===== src/rtl/ex_mem_pipe_reg_if.sv =====
// EX->MEM pipeline bus.
//   *_i : instruction fields presented by the EX stage
//   *_o : registered fields seen by the MEM stage
// Modports:
//   master : EX-side view (drives *_i, observes *_o)
//   slave  : pipeline-register view (consumes *_i, drives *_o)
interface ex_mem_pipe_reg_if #(
  parameter int unsigned DATA_W = 32,
  parameter int unsigned WB_W   = 2,
  parameter int unsigned M_W    = 3,
  parameter int unsigned RD_W   = 5
);
  logic              valid_i;
  logic [WB_W-1:0]   wb_i;
  logic [M_W-1:0]    m_i;
  logic [DATA_W-1:0] alu_i;
  logic [DATA_W-1:0] wdata_i;
  logic [RD_W-1:0]   rd_i;

  logic              valid_o;
  logic [WB_W-1:0]   wb_o;
  logic [M_W-1:0]    m_o;
  logic              mem_read_o;
  logic              mem_write_o;
  logic [DATA_W-1:0] alu_o;
  logic [DATA_W-1:0] wdata_o;
  logic [RD_W-1:0]   rd_o;

  modport master (
    output valid_i, wb_i, m_i, alu_i, wdata_i, rd_i,
    input  valid_o, wb_o, m_o, mem_read_o, mem_write_o, alu_o, wdata_o, rd_o
  );

  modport slave (
    input  valid_i, wb_i, m_i, alu_i, wdata_i, rd_i,
    output valid_o, wb_o, m_o, mem_read_o, mem_write_o, alu_o, wdata_o, rd_o
  );
endinterface


===== src/rtl/ex_mem_pipe_reg.sv =====
// EX->MEM pipeline register with valid bit, stall/flush control, bubble gating
// of the WB/M control fields, and saturating stall/flush event counters.
// Ports:
//   clk_i        clock, rising edge
//   rst_i        asynchronous active-low reset
//   stall_i      hold pipeline outputs this cycle
//   flush_i      insert a bubble (overrides stall)
//   clr_cnt_i    synchronous clear of both event counters
//   bus          ex_mem_pipe_reg_if.slave : EX fields in, MEM fields out
//   stall_cnt_o  saturating count of stalled edges
//   flush_cnt_o  saturating count of flushed edges
module ex_mem_pipe_reg #(
  parameter int unsigned DATA_W     = 32,
  parameter int unsigned WB_W       = 2,
  parameter int unsigned M_W        = 3,
  parameter int unsigned RD_W       = 5,
  parameter int unsigned MEM_RD_BIT = 1,
  parameter int unsigned MEM_WR_BIT = 0,
  parameter int unsigned CNT_W      = 16
) (
  input  logic                   clk_i,
  input  logic                   rst_i,
  input  logic                   stall_i,
  input  logic                   flush_i,
  input  logic                   clr_cnt_i,
  ex_mem_pipe_reg_if.slave       bus,
  output logic [CNT_W-1:0]       stall_cnt_o,
  output logic [CNT_W-1:0]       flush_cnt_o
);

  localparam logic [CNT_W-1:0] CNT_MAX = '1;

  logic              r_valid;
  logic [WB_W-1:0]   r_wb;
  logic [M_W-1:0]    r_m;
  logic [DATA_W-1:0] r_alu;
  logic [DATA_W-1:0] r_wdata;
  logic [RD_W-1:0]   r_rd;
  logic [CNT_W-1:0]  r_stall_cnt;
  logic [CNT_W-1:0]  r_flush_cnt;

  logic w_stall_ev;

  // A stall only counts when it is not overridden by a flush.
  assign w_stall_ev = stall_i & ~flush_i;

  // Pipeline fields: flush > stall > load; control zeroed for invalid slots.
  always_ff @(posedge clk_i or negedge rst_i) begin
    if (!rst_i) begin
      r_valid <= 1'b0;
      r_wb    <= '0;
      r_m     <= '0;
      r_alu   <= '0;
      r_wdata <= '0;
      r_rd    <= '0;
    end else if (flush_i) begin
      r_valid <= 1'b0;
      r_wb    <= '0;
      r_m     <= '0;
      r_alu   <= '0;
      r_wdata <= '0;
      r_rd    <= '0;
    end else if (!stall_i) begin
      r_valid <= bus.valid_i;
      r_wb    <= bus.valid_i ? bus.wb_i : '0;
      r_m     <= bus.valid_i ? bus.m_i  : '0;
      r_alu   <= bus.alu_i;
      r_wdata <= bus.wdata_i;
      r_rd    <= bus.rd_i;
    end
  end

  // Event counters: clear wins over increment; saturate at all-ones.
  always_ff @(posedge clk_i or negedge rst_i) begin
    if (!rst_i) begin
      r_stall_cnt <= '0;
      r_flush_cnt <= '0;
    end else if (clr_cnt_i) begin
      r_stall_cnt <= '0;
      r_flush_cnt <= '0;
    end else begin
      if (w_stall_ev && (r_stall_cnt != CNT_MAX)) begin
        r_stall_cnt <= r_stall_cnt + CNT_W'(1);
      end
      if (flush_i && (r_flush_cnt != CNT_MAX)) begin
        r_flush_cnt <= r_flush_cnt + CNT_W'(1);
      end
    end
  end

  assign bus.valid_o = r_valid;
  assign bus.wb_o    = r_wb;
  assign bus.m_o     = r_m;
  assign bus.alu_o   = r_alu;
  assign bus.wdata_o = r_wdata;
  assign bus.rd_o    = r_rd;

  // Memory strobes are plain slices of the registered M field.
  assign bus.mem_read_o  = r_m[MEM_RD_BIT];
  assign bus.mem_write_o = r_m[MEM_WR_BIT];

  assign stall_cnt_o = r_stall_cnt;
  assign flush_cnt_o = r_flush_cnt;

endmodule


===== src/flat_wrapper.sv =====
// flat-port wrapper written by rule: the top's interface ports become plain ports
module ex_mem_pipe_reg_flat 
#(
  parameter int unsigned DATA_W     = 32,
  parameter int unsigned WB_W       = 2,
  parameter int unsigned M_W        = 3,
  parameter int unsigned RD_W       = 5,
  parameter int unsigned MEM_RD_BIT = 1,
  parameter int unsigned MEM_WR_BIT = 0,
  parameter int unsigned CNT_W      = 16
)
  (clk_i, rst_i, stall_i, flush_i, clr_cnt_i, stall_cnt_o, flush_cnt_o, bus_valid_i, bus_wb_i, bus_m_i, bus_alu_i, bus_wdata_i, bus_rd_i, bus_valid_o, bus_wb_o, bus_m_o, bus_mem_read_o, bus_mem_write_o, bus_alu_o, bus_wdata_o, bus_rd_o);
  ex_mem_pipe_reg_if #(.DATA_W(DATA_W), .WB_W(WB_W), .M_W(M_W), .RD_W(RD_W)) bus_i ();
  input  logic clk_i;
  input  logic rst_i;
  input  logic stall_i;
  input  logic flush_i;
  input  logic clr_cnt_i;
  output logic [CNT_W-1:0] stall_cnt_o;
  output logic [CNT_W-1:0] flush_cnt_o;
  input wire logic [$bits(bus_i.valid_i)-1:0] bus_valid_i;
  input wire logic [$bits(bus_i.wb_i)-1:0] bus_wb_i;
  input wire logic [$bits(bus_i.m_i)-1:0] bus_m_i;
  input wire logic [$bits(bus_i.alu_i)-1:0] bus_alu_i;
  input wire logic [$bits(bus_i.wdata_i)-1:0] bus_wdata_i;
  input wire logic [$bits(bus_i.rd_i)-1:0] bus_rd_i;
  output wire logic [$bits(bus_i.valid_o)-1:0] bus_valid_o;
  output wire logic [$bits(bus_i.wb_o)-1:0] bus_wb_o;
  output wire logic [$bits(bus_i.m_o)-1:0] bus_m_o;
  output wire logic [$bits(bus_i.mem_read_o)-1:0] bus_mem_read_o;
  output wire logic [$bits(bus_i.mem_write_o)-1:0] bus_mem_write_o;
  output wire logic [$bits(bus_i.alu_o)-1:0] bus_alu_o;
  output wire logic [$bits(bus_i.wdata_o)-1:0] bus_wdata_o;
  output wire logic [$bits(bus_i.rd_o)-1:0] bus_rd_o;
  assign bus_i.valid_i = bus_valid_i;
  assign bus_i.wb_i = bus_wb_i;
  assign bus_i.m_i = bus_m_i;
  assign bus_i.alu_i = bus_alu_i;
  assign bus_i.wdata_i = bus_wdata_i;
  assign bus_i.rd_i = bus_rd_i;
  assign bus_valid_o = bus_i.valid_o;
  assign bus_wb_o = bus_i.wb_o;
  assign bus_m_o = bus_i.m_o;
  assign bus_mem_read_o = bus_i.mem_read_o;
  assign bus_mem_write_o = bus_i.mem_write_o;
  assign bus_alu_o = bus_i.alu_o;
  assign bus_wdata_o = bus_i.wdata_o;
  assign bus_rd_o = bus_i.rd_o;
  ex_mem_pipe_reg #(.DATA_W(DATA_W), .WB_W(WB_W), .M_W(M_W), .RD_W(RD_W), .MEM_RD_BIT(MEM_RD_BIT), .MEM_WR_BIT(MEM_WR_BIT), .CNT_W(CNT_W)) u_core (.clk_i(clk_i), .rst_i(rst_i), .stall_i(stall_i), .flush_i(flush_i), .clr_cnt_i(clr_cnt_i), .bus(bus_i), .stall_cnt_o(stall_cnt_o), .flush_cnt_o(flush_cnt_o));
endmodule

===== config.mk =====
export PLATFORM = sky130hd
export DESIGN_NAME = ex_mem_pipe_reg_flat
export DESIGN_NICKNAME = d
export VERILOG_FILES = /design/src/rtl/ex_mem_pipe_reg_if.sv /design/src/rtl/ex_mem_pipe_reg.sv /design/src/flat_wrapper.sv
export SDC_FILE = /design/constraint.sdc
export NUM_CORES = 1
export LEC_CHECK = 0
export ABC_AREA = 1
export CAP_MARGIN = 25
export CORE_MARGIN = 1.5
export CORE_UTILIZATION = 44
export CTS_CLUSTER_SIZE = 30
export DETAILED_ROUTE_END_ITERATION = 8
export PLACE_DENSITY = 0.82
export SLEW_MARGIN = 40
export SYNTH_ARGS = -nofsm -noshare
export SYNTH_HDL_FRONTEND = slang
export SYNTH_SLANG_ARGS = --single-unit

===== constraint.sdc =====
create_clock -name clk_i -period 1.9 [get_ports clk_i]
set_input_delay 0.38 -clock clk_i [delete_from_list [all_inputs] [get_ports clk_i]]
set_output_delay 0.38 -clock clk_i [all_outputs]
set_load 0.01 [all_outputs]

---- After elaboration in Yosys (flattened, before gate mapping) ----
Index checks and enable logic that the tools add are counted.
storage, ports and cells
  bits in registers ....................... 107
  input port bits ......................... 80
  output and inout bits ................... 109
  word-level logic and storage cells ...... 37
cells by class
  $add $sub $neg .......................... 2
  equal/unequal tests ..................... 3
  multiplexer cells ....................... 18
  bitwise logic cells ..................... 2
  reduce and logical (&&, ||, !) cells .... 4
operator list
  kind                   number
  $mux 32                4
  $mux 16                4
  $add 16x1->16 const B  2
  $ne 16x16->1 const B   2
  $mux 5                 2
  $mux 3                 3
  $mux 2                 3
  $reduce_bool 2->1      2
  $logic_and 1x1->1      2
  $mux 1                 2
  $ne 2x1->1 const B     1
  $and 1x1->1            1
  $not 1->1              1

---- Depth between registers and ports, before layout ----
Gate-level depths: netlist of run 1.
  word-level depth ........................ 5
  gate-level depth with buffers ........... 10
  mapped depth without buffers ............ 9

---- Least setup slack after synthesis of run 1 ----
No wires, ideal clock.
  path type ............................... flip-flop to flip-flop
  start ................................... reg u_core.r_stall_cnt[0] (netlist: u_core.stall_cnt_o[0])
  end ..................................... reg u_core.r_stall_cnt[4] (netlist: u_core.stall_cnt_o[4])
  setup time .............................. 0.065 ns
  data arrival time ....................... 1.518 ns
  required time ........................... 1.835 ns
  slack ................................... 0.318 ns
  cell stages (with the launch flop) ...... 10
  buffers on the path ..................... 1
  clock period less this slack ............ 1.582 ns
  path through ............................ dfrtp_1 ha_1 nand2_2 nor2_4 nand2_2 nor2_4 nor2_2 buf_2 o211ai_1 nand2_1
on the way
  word-level cells in the longest chain between the ends .. 3
  elaborated cells on any way between the ends .. 6
  classes of those cells .................. add/sub (1); eq/ne (1); mux (2); reduce/logical (2)
RTL lines
  element                                               RTL line                                      text
  from (decl)                                           ex_mem_pipe_reg.sv:39                         logic [CNT_W-1:0] r_stall_cnt;
  from (signal assigned)                                ex_mem_pipe_reg.sv:83                         r_stall_cnt <= r_stall_cnt + CNT_W'(1);
  $add 16x1->16 / $ne 16x16->1 (equally long branches)  ex_mem_pipe_reg.sv:83, ex_mem_pipe_reg.sv:82
  $mux 16 / $logic_and 1x1->1 (equally long branches)   ex_mem_pipe_reg.sv:82                         if (w_stall_ev && (r_stall_cnt != CNT_MAX)) begin
  $mux 16 / $reduce_bool 2->1 (equally long branches)   -
Parallel ways exist; a longest one is shown, timed or not. The select of a mux whose other input is x is not followed.
A chain may end at the register's enable or synchronous reset.

---- Final worst setup path of run 1 ----
  start ................................... reg u_core.r_flush_cnt[7] (netlist: u_core.flush_cnt_o[7])
  end ..................................... out flush_cnt_o[7]
RTL lines
  element                 RTL line               text
  from (decl)             ex_mem_pipe_reg.sv:40  logic [CNT_W-1:0] r_flush_cnt;
  from (signal assigned)  ex_mem_pipe_reg.sv:86  r_flush_cnt <= r_flush_cnt + CNT_W'(1);
  to (decl)               flat_wrapper.sv:20     output logic [CNT_W-1:0] flush_cnt_o;
No word-level cell between the ends.

==> results of run 1 <==
## flip-flops by register name (all words and copies together), names as in the netlist
| register | cells |
|---|---|
| u_core.bus.m_o | 3 |
| u_core.bus.wdata_o | 32 |
| u_core.stall_cnt_o | 16 |
| u_core.bus.rd_o | 5 |
| u_core.bus.valid_o | 1 |
| u_core.flush_cnt_o | 16 |
| u_core.bus.alu_o | 32 |
| u_core.bus.wb_o | 2 |
## worst register-to-register path, stage by stage (launching register included)
cell	delay (ns)
dfrtp_1	0.41
ha_1	0.24
nand2_2	0.10
nor2_4	0.15
nand2_2	0.10
nor2_4	0.13
nor2_2	0.05
buf_4	0.16
nor2_8	0.20
nand2_1	0.09
nand2_1	0.08
## worst max-delay path by stage
| stage | from | end | slack [ns] | depth (start not counted) |
|---|---|---|---|---|
| final | u_core.flush_cnt_o[7] | flush_cnt_o[7] | 0.05 | 1 |
| after global routing | u_core.stall_cnt_o[12] | stall_cnt_o[12] | 0.01 | 1 |
| after CTS | u_core.flush_cnt_o[7] | flush_cnt_o[7] | 0.04 | 1 |
| after detailed placement | flush_i | u_core.flush_cnt_o[4] | -0.02 | 5 |
| after global placement | flush_i | u_core.flush_cnt_o[15] | 0.1 | 5 |
| after floorplan | u_core.stall_cnt_o[0] | u_core.stall_cnt_o[4] | 0.32 | 9 |
## cell families (layout without fill, tap and decap cells)
family / count (synthesis) / in the layout / synth area share (%)
simple gates: 396 / 396 / 35.0
xor+xnor: 10 / 10 / 1.78
fa+ha+maj: 2 / 2 / 0.509
buf+inv: 58 / 252 / 5.16
flops: 107 / 107 / 54.4
compound gates: 28 / 28 / 3.15
## metal layers
layer / global-route usage [%] / vias to the layer above / routed length, µm
met2: 41.5 / 210 / 7010
met3: 6.69 / 21 / 1190
met5: 0 / - / 0
met1: 30.0 / 2284 / 5680
li1: - / 2309 / -
met4: 7.80 / 0 / 212
## through the flow
stage	worst slack, ns	power (W)	std cells	area [µm²]	util (%)
2_1_floorplan	0.318	0.00270	601	4920	-
3_3_place_gp	0.0973	0.00317	916	7010	64.4
3_5_place_dp	-0.0202	0.00319	916	7010	64.4
4_1_cts	0.0447	0.00468	933	7230	66.4
5_1_grt	0.0104	0.00483	935	7250	66.6
6_report	0.0547	0.00466	935	7250	66.6
## repair_timing
action / CTS / global route
buffers inserted: 0 / 2
endpoints found under the hold margin: 11 / 0
setup endpoints to repair: 0 / 12
resized for setup: 0 / 1
hold buffers: 1 / 0
## where the power goes
group / switching, W / total, W / internal [W]
sequential: 0.0000619 / 0.00243 / 0.00237
combinational: 0.000330 / 0.000723 / 0.000393
clock: 0.000780 / 0.00150 / 0.000723
total: 0.00117 / 0.00466 / 0.00348
## cell type report
cell class                      count  share of cell area (%)
Timing Repair Buffer              209                    28.8
Clock inverter                      3                   0.604
Multi-Input combinational cell    436                    27.5
Sequential cell                   107                    36.9
Tap cell                          140                    2.42
Clock buffer                       13                    2.33
Inverter                           27                    1.40
## cells in the final DEF, fill, tap and decap left out, drive strengths merged
cell	n
nor3	2
clkbuf	13
xnor2	4
nor2	34
o21bai	3
a21o	1
inv	28
bufinv	1
nand3b	1
buf	21
o21ai	17
a21oi	5
ha	2
dlygate4sd3	1
xor2	6
clkdlybuf4s50	187
nand4	11
nand2	237
clkinv	1
dfrtp	107
nand3	111
o211ai	2
==> flow_metrics.py, run 1 <==
metrics = {
    "timing": {
        "finClkSkew_ns": 0.0110,
        "fin_setup_tns_ns": 0,
        "worst_pin_slew_ns": 0.446,
        "rsz0062_at_grt": "false",
        "setup_violations": 0,
        "period_share_pct": 97.1,
        "fmax_mhz": 542,
        "slew_violations": 0,
        "layout_min_cycle_time_ns": 1.85,
        "slew_headroom_pct": 70.1,
        "whs_ns": 0.396,
        "hold_viol": 0,
    },
    "finish": {
        "multi_input_comb_area_mm2": 0.00199,
        "drive_above_1_share_pct": 6.67,
        "final_nets": 872,
        "n_fill_cell": 916,
        "n_antenna_cell": 0,
        "area_growth_pct": 47.4,
        "seqCellArea_mm2": 0.00268,
    },
    "critical_path": {
        "critical-path-max-stage-delay_ns": 0.60,
        "reg2reg_from": "u_core.stall_cnt_o[1]",
        "critPathKind": "flip-flop to output port",
        "cp_top_family": "buffers and inverters",
        "critPathLaunchType": "flip-flop",
        "path_cells": "clkdlybuf4s50_1",
        "arrival_ns": 1.47,
        "slowest_stage": "clkdlybuf4s50_1",
        "cp-end-kind": "output port",
        "critPathMaxFanout": 6,
        "required_ns": 1.52,
        "ff2ff_setup_slack_ns": 0.14,
        "worstReg2RegEnd": "u_core.stall_cnt_o[13]",
        "r2r.worst_path.cells": 10,
        "critPathBufInv": 1,
    },
    "yosys": {
        "syn_area_per_cell_um2": 8.18,
        "yosysTopAreaCell": "dfrtp_1",
        "yosys.area.top_type_share_pct": 54.4,
        "yosysSeqAreaShare_pct": 54.4,
        "synth_most_common_cell": "nand2_1",
        "synth_enable_flop_cells": 0,
        "synth_nets": 683,
        "netlist_instances": 601,
        "ys_async_sr_fraction_pct": 100,
        "syn_area_mm2": 0.00492,
        "netlist_top_cells_area": "dfrtp_1 (54%), nand2_1 (18%), nand3_1 (11%)",
        "synth_common_cells": "nand2_1 (234), nand3_1 (111), dfrtp_1 (107), nor2_1 (25), inv_1 (24)",
        "synth.distinct_cells": 28,
        "ys_warn_count": 0,
        "ys_ff_latch": 107,
        "synth_ff_type": "dfrtp_1",
    },
    "global_route": {
        "grt_use_total_pct": 24.4,
        "overflow": 0,
        "grt_max_degree": 64,
        "grt_pass1_wl_um": 22500,
        "grt_pass1_vias": 4689,
        "antenna_found_initial": 0,
    },
    "clock_network": {
        "cts.reportedPaths.clkPinSlew_ns": 0.10,
        "tritoncts": "built",
        "cts-root-buf": "clkbuf_8",
        "cts_num_sinks": 107,
        "htreeDepth": 3,
        "cts_inserted_buffers": 9,
        "clkLatencyLatePin_ns": 0.37,
        "clock_path_buffers": 2,
    },
    "power": {
        "max-vdd-ir-drop_uv": 453,
        "total_leakage_power_nw": 3.44,
        "cellPowerDensity_mw_per_mm2": 642,
    },
    "worst_hold_path": {
        "hp-class": "primary input to async pin",
    },
    "floorplan": {
        "die-area_mm2": 0.0118,
        "initial_utilization_pct": 45.2,
        "core_mm2": 0.0109,
        "pin_count": 189,
        "fp.dieW_um": 109,
        "die_height_um": 109,
        "rows": 38,
    },
    "routing": {
        "drt_iter0_markers": 291,
        "drc_errors": 0,
        "wirelength_um": 14100,
        "vias": 4824,
        "wire_per_inst_um": 15.1,
        "drtAntennaViolNets": 0,
        "viasPerCell": 5.16,
        "first_pass_iters": 5,
    },
    "run_status": {
        "status": "complete, no violations",
    },
    "flow_run": {
        "drv_cap": 0,
    },
    "placement": {
        "place_congestion": 0.850,
        "hpwlAfterDp_um": 10200,
        "portBuffers": 188,
    },
}
No activity file was read; power rests on OpenSTA's default activity.
==> run 2, diff against run 1 <==
- PLACE_DENSITY: 0.82 -> 0.86
==> run 2 against run 1 <==
  * Critical path depth did not move
  * Combinational power fell by 0.6%
  * Die area did not move
  * Power rose by 1.9%
  * Cell area barely moved
  * Sequential power barely moved
  * First-iteration DRC count fell by 11%
  * Worst setup slack improved by 0.025 ns
  * Critical endpoint is now flush_cnt_o[11]
==> flow_metrics.py, run 2 (synthesis results as in run 1) <==
metrics = {
    "critical_path": {
        "critPathBufInv": 1,
        "reg2reg_from": "u_core.flush_cnt_o[0]",
        "r2r.worst_path.cells": 8,
        "ff2ff_setup_slack_ns": 0.12,
        "slowest_stage": "clkdlybuf4s50_1",
        "cp_top_family": "buffers and inverters",
        "path_cells": "clkdlybuf4s50_1",
        "critPathKind": "flip-flop to output port",
        "critPathMaxFanout": 6,
        "worstReg2RegEnd": "u_core.flush_cnt_o[7]",
        "critPathLaunchType": "flip-flop",
        "arrival_ns": 1.44,
        "required_ns": 1.52,
        "cp-end-kind": "output port",
        "critical-path-max-stage-delay_ns": 0.59,
    },
    "power": {
        "cellPowerDensity_mw_per_mm2": 654,
        "pwr-share-seq_pct": 51.2,
        "combPwrFrac_pct": 15.1,
        "max-vdd-ir-drop_uv": 410,
        "internal_power_w": 0.00358,
        "total_leakage_power_nw": 3.44,
        "total_power_w": 0.00475,
        "switching_share_pct": 24.6,
        "netSwitchingPower_w": 0.00117,
        "clkPwrFrac_pct": 33.7,
    },
    "clock_network": {
        "cts_inserted_buffers": 9,
        "cts.reportedPaths.clkPinSlew_ns": 0.10,
        "htreeDepth": 3,
        "clock_path_buffers": 2,
        "post-cts-setup-buffer-count": 0,
        "tritoncts": "built",
        "clkLatencyLatePin_ns": 0.37,
        "cts_num_sinks": 107,
        "cts-root-buf": "clkbuf_8",
    },
    "floorplan": {
        "rows": 38,
        "pin_count": 189,
        "die_height_um": 109,
        "core_mm2": 0.0109,
        "initial_utilization_pct": 45.2,
        "fp.dieW_um": 109,
        "die-area_mm2": 0.0118,
    },
    "timing": {
        "slew_violations": 0,
        "fin_setup_tns_ns": 0,
        "whs_ns": 0.479,
        "hold_viol": 0,
        "layout_min_cycle_time_ns": 1.82,
        "slew_headroom_pct": 64.3,
        "rsz0062_at_grt": "false",
        "fmax_mhz": 549,
        "worst_pin_slew_ns": 0.536,
        "finClkSkew_ns": 0.0112,
        "period_share_pct": 95.8,
        "setup_violations": 0,
    },
    "worst_hold_path": {
        "worstHoldStart": "u_core.bus.rd_o[2]",
        "hp-class": "flip-flop to flip-flop",
        "hold_end": "u_core.bus.rd_o[2]",
        "holdPathStages": 2,
    },
    "run_status": {
        "status": "complete, no violations",
    },
    "global_route": {
        "grt_max_degree": 76,
        "grt_pass1_vias": 4797,
        "grt_pass1_wl_um": 22900,
        "antenna_found_initial": 0,
        "overflow": 0,
        "grt_use_total_pct": 24.7,
    },
    "finish": {
        "stdcell_area_mm2": 0.00726,
        "drive_above_1_share_pct": 6.56,
        "mostFrequentLayoutCells": "nand2_1 (234), clkdlybuf4s50_1 (187), nand3_1 (111)",
        "n_antenna_cell": 0,
        "area_growth_pct": 47.5,
        "final_common_cell": "nand2_1",
        "final_nets": 870,
    },
    "flow_run": {
        "drv_cap": 0,
    },
    "routing": {
        "drt_iter0_markers": 260,
        "wirelength_um": 14000,
        "first_pass_iters": 5,
        "viasPerCell": 5.18,
        "drc_errors": 0,
        "vias": 4836,
        "wire_per_inst_um": 15.0,
        "drtAntennaViolNets": 0,
    },
    "placement": {
        "place_congestion": 0.860,
        "portBuffers": 188,
        "hpwlAfterDp_um": 10300,
        "placement.cell_area_mm2": 0.00701,
    },
}
-- run 2: repair_timing --
action	in CTS	in global routing
hold endpoints to repair	34	0
resized for setup	0	1
hold buffers	1	0
endpoints found under the setup margin	0	1
-- run 2: power by group through the flow --
stage / sequential, W / clock, W / combinational (W)
final: 0.00243 / 0.00160 / 0.000719
after global routing: 0.00244 / 0.00171 / 0.000781
after CTS: 0.00243 / 0.00163 / 0.000727
after detailed placement: 0.00247 / 0 / 0.000724
after global placement: 0.00247 / 0 / 0.000706
after floorplan: 0.00251 / 0 / 0.000190
-- run 2: metrics by stage --
| stage | std cells | util [%] | setup slack (ns) |
|---|---|---|---|
| after CTS | 933 | 66.6 | 0.0433 |
| after global placement | 916 | 64.4 | 0.135 |
| final | 933 | 66.6 | 0.0797 |
| after floorplan | 601 | - | 0.318 |
| after global routing | 933 | 66.6 | 0.00718 |
| after detailed placement | 916 | 64.4 | 0.0646 |
-- run 2: how the worst max path moves through the flow --
stage                                  endpoint  cells after the start  slack, ns              startpoint
final                           flush_cnt_o[11]                      1       0.08  u_core.flush_cnt_o[11]
after global routing      u_core.flush_cnt_o[3]                      8      0.007   u_core.flush_cnt_o[0]
after CTS                        stall_cnt_o[7]                      1       0.04   u_core.stall_cnt_o[7]
after detailed placement  u_core.flush_cnt_o[7]                      5       0.06                 flush_i
after global placement    u_core.stall_cnt_o[3]                      8       0.13                 stall_i
after floorplan           u_core.stall_cnt_o[4]                      9       0.32   u_core.stall_cnt_o[0]
-- run 2: area by class of cell --
class | count | area [µm²]
Clock buffer | 11 | 151
Clock inverter | 5 | 82.6
Multi-Input combinational cell | 436 | 1990
Sequential cell | 107 | 2680
Fill cell | 870 | 3630
Tap cell | 140 | 175
Timing Repair Buffer | 207 | 2070
Inverter | 27 | 101
-- run 2: metal layers --
layer  up-vias  global-route usage (%)  wire length (µm)
met1      2287                    30.6              5490
li1       2300                       -                 -
met4         0                    11.1               353
met3        31                    6.69              1180
met5         -                       0                 0
met2       218                    40.5              6990
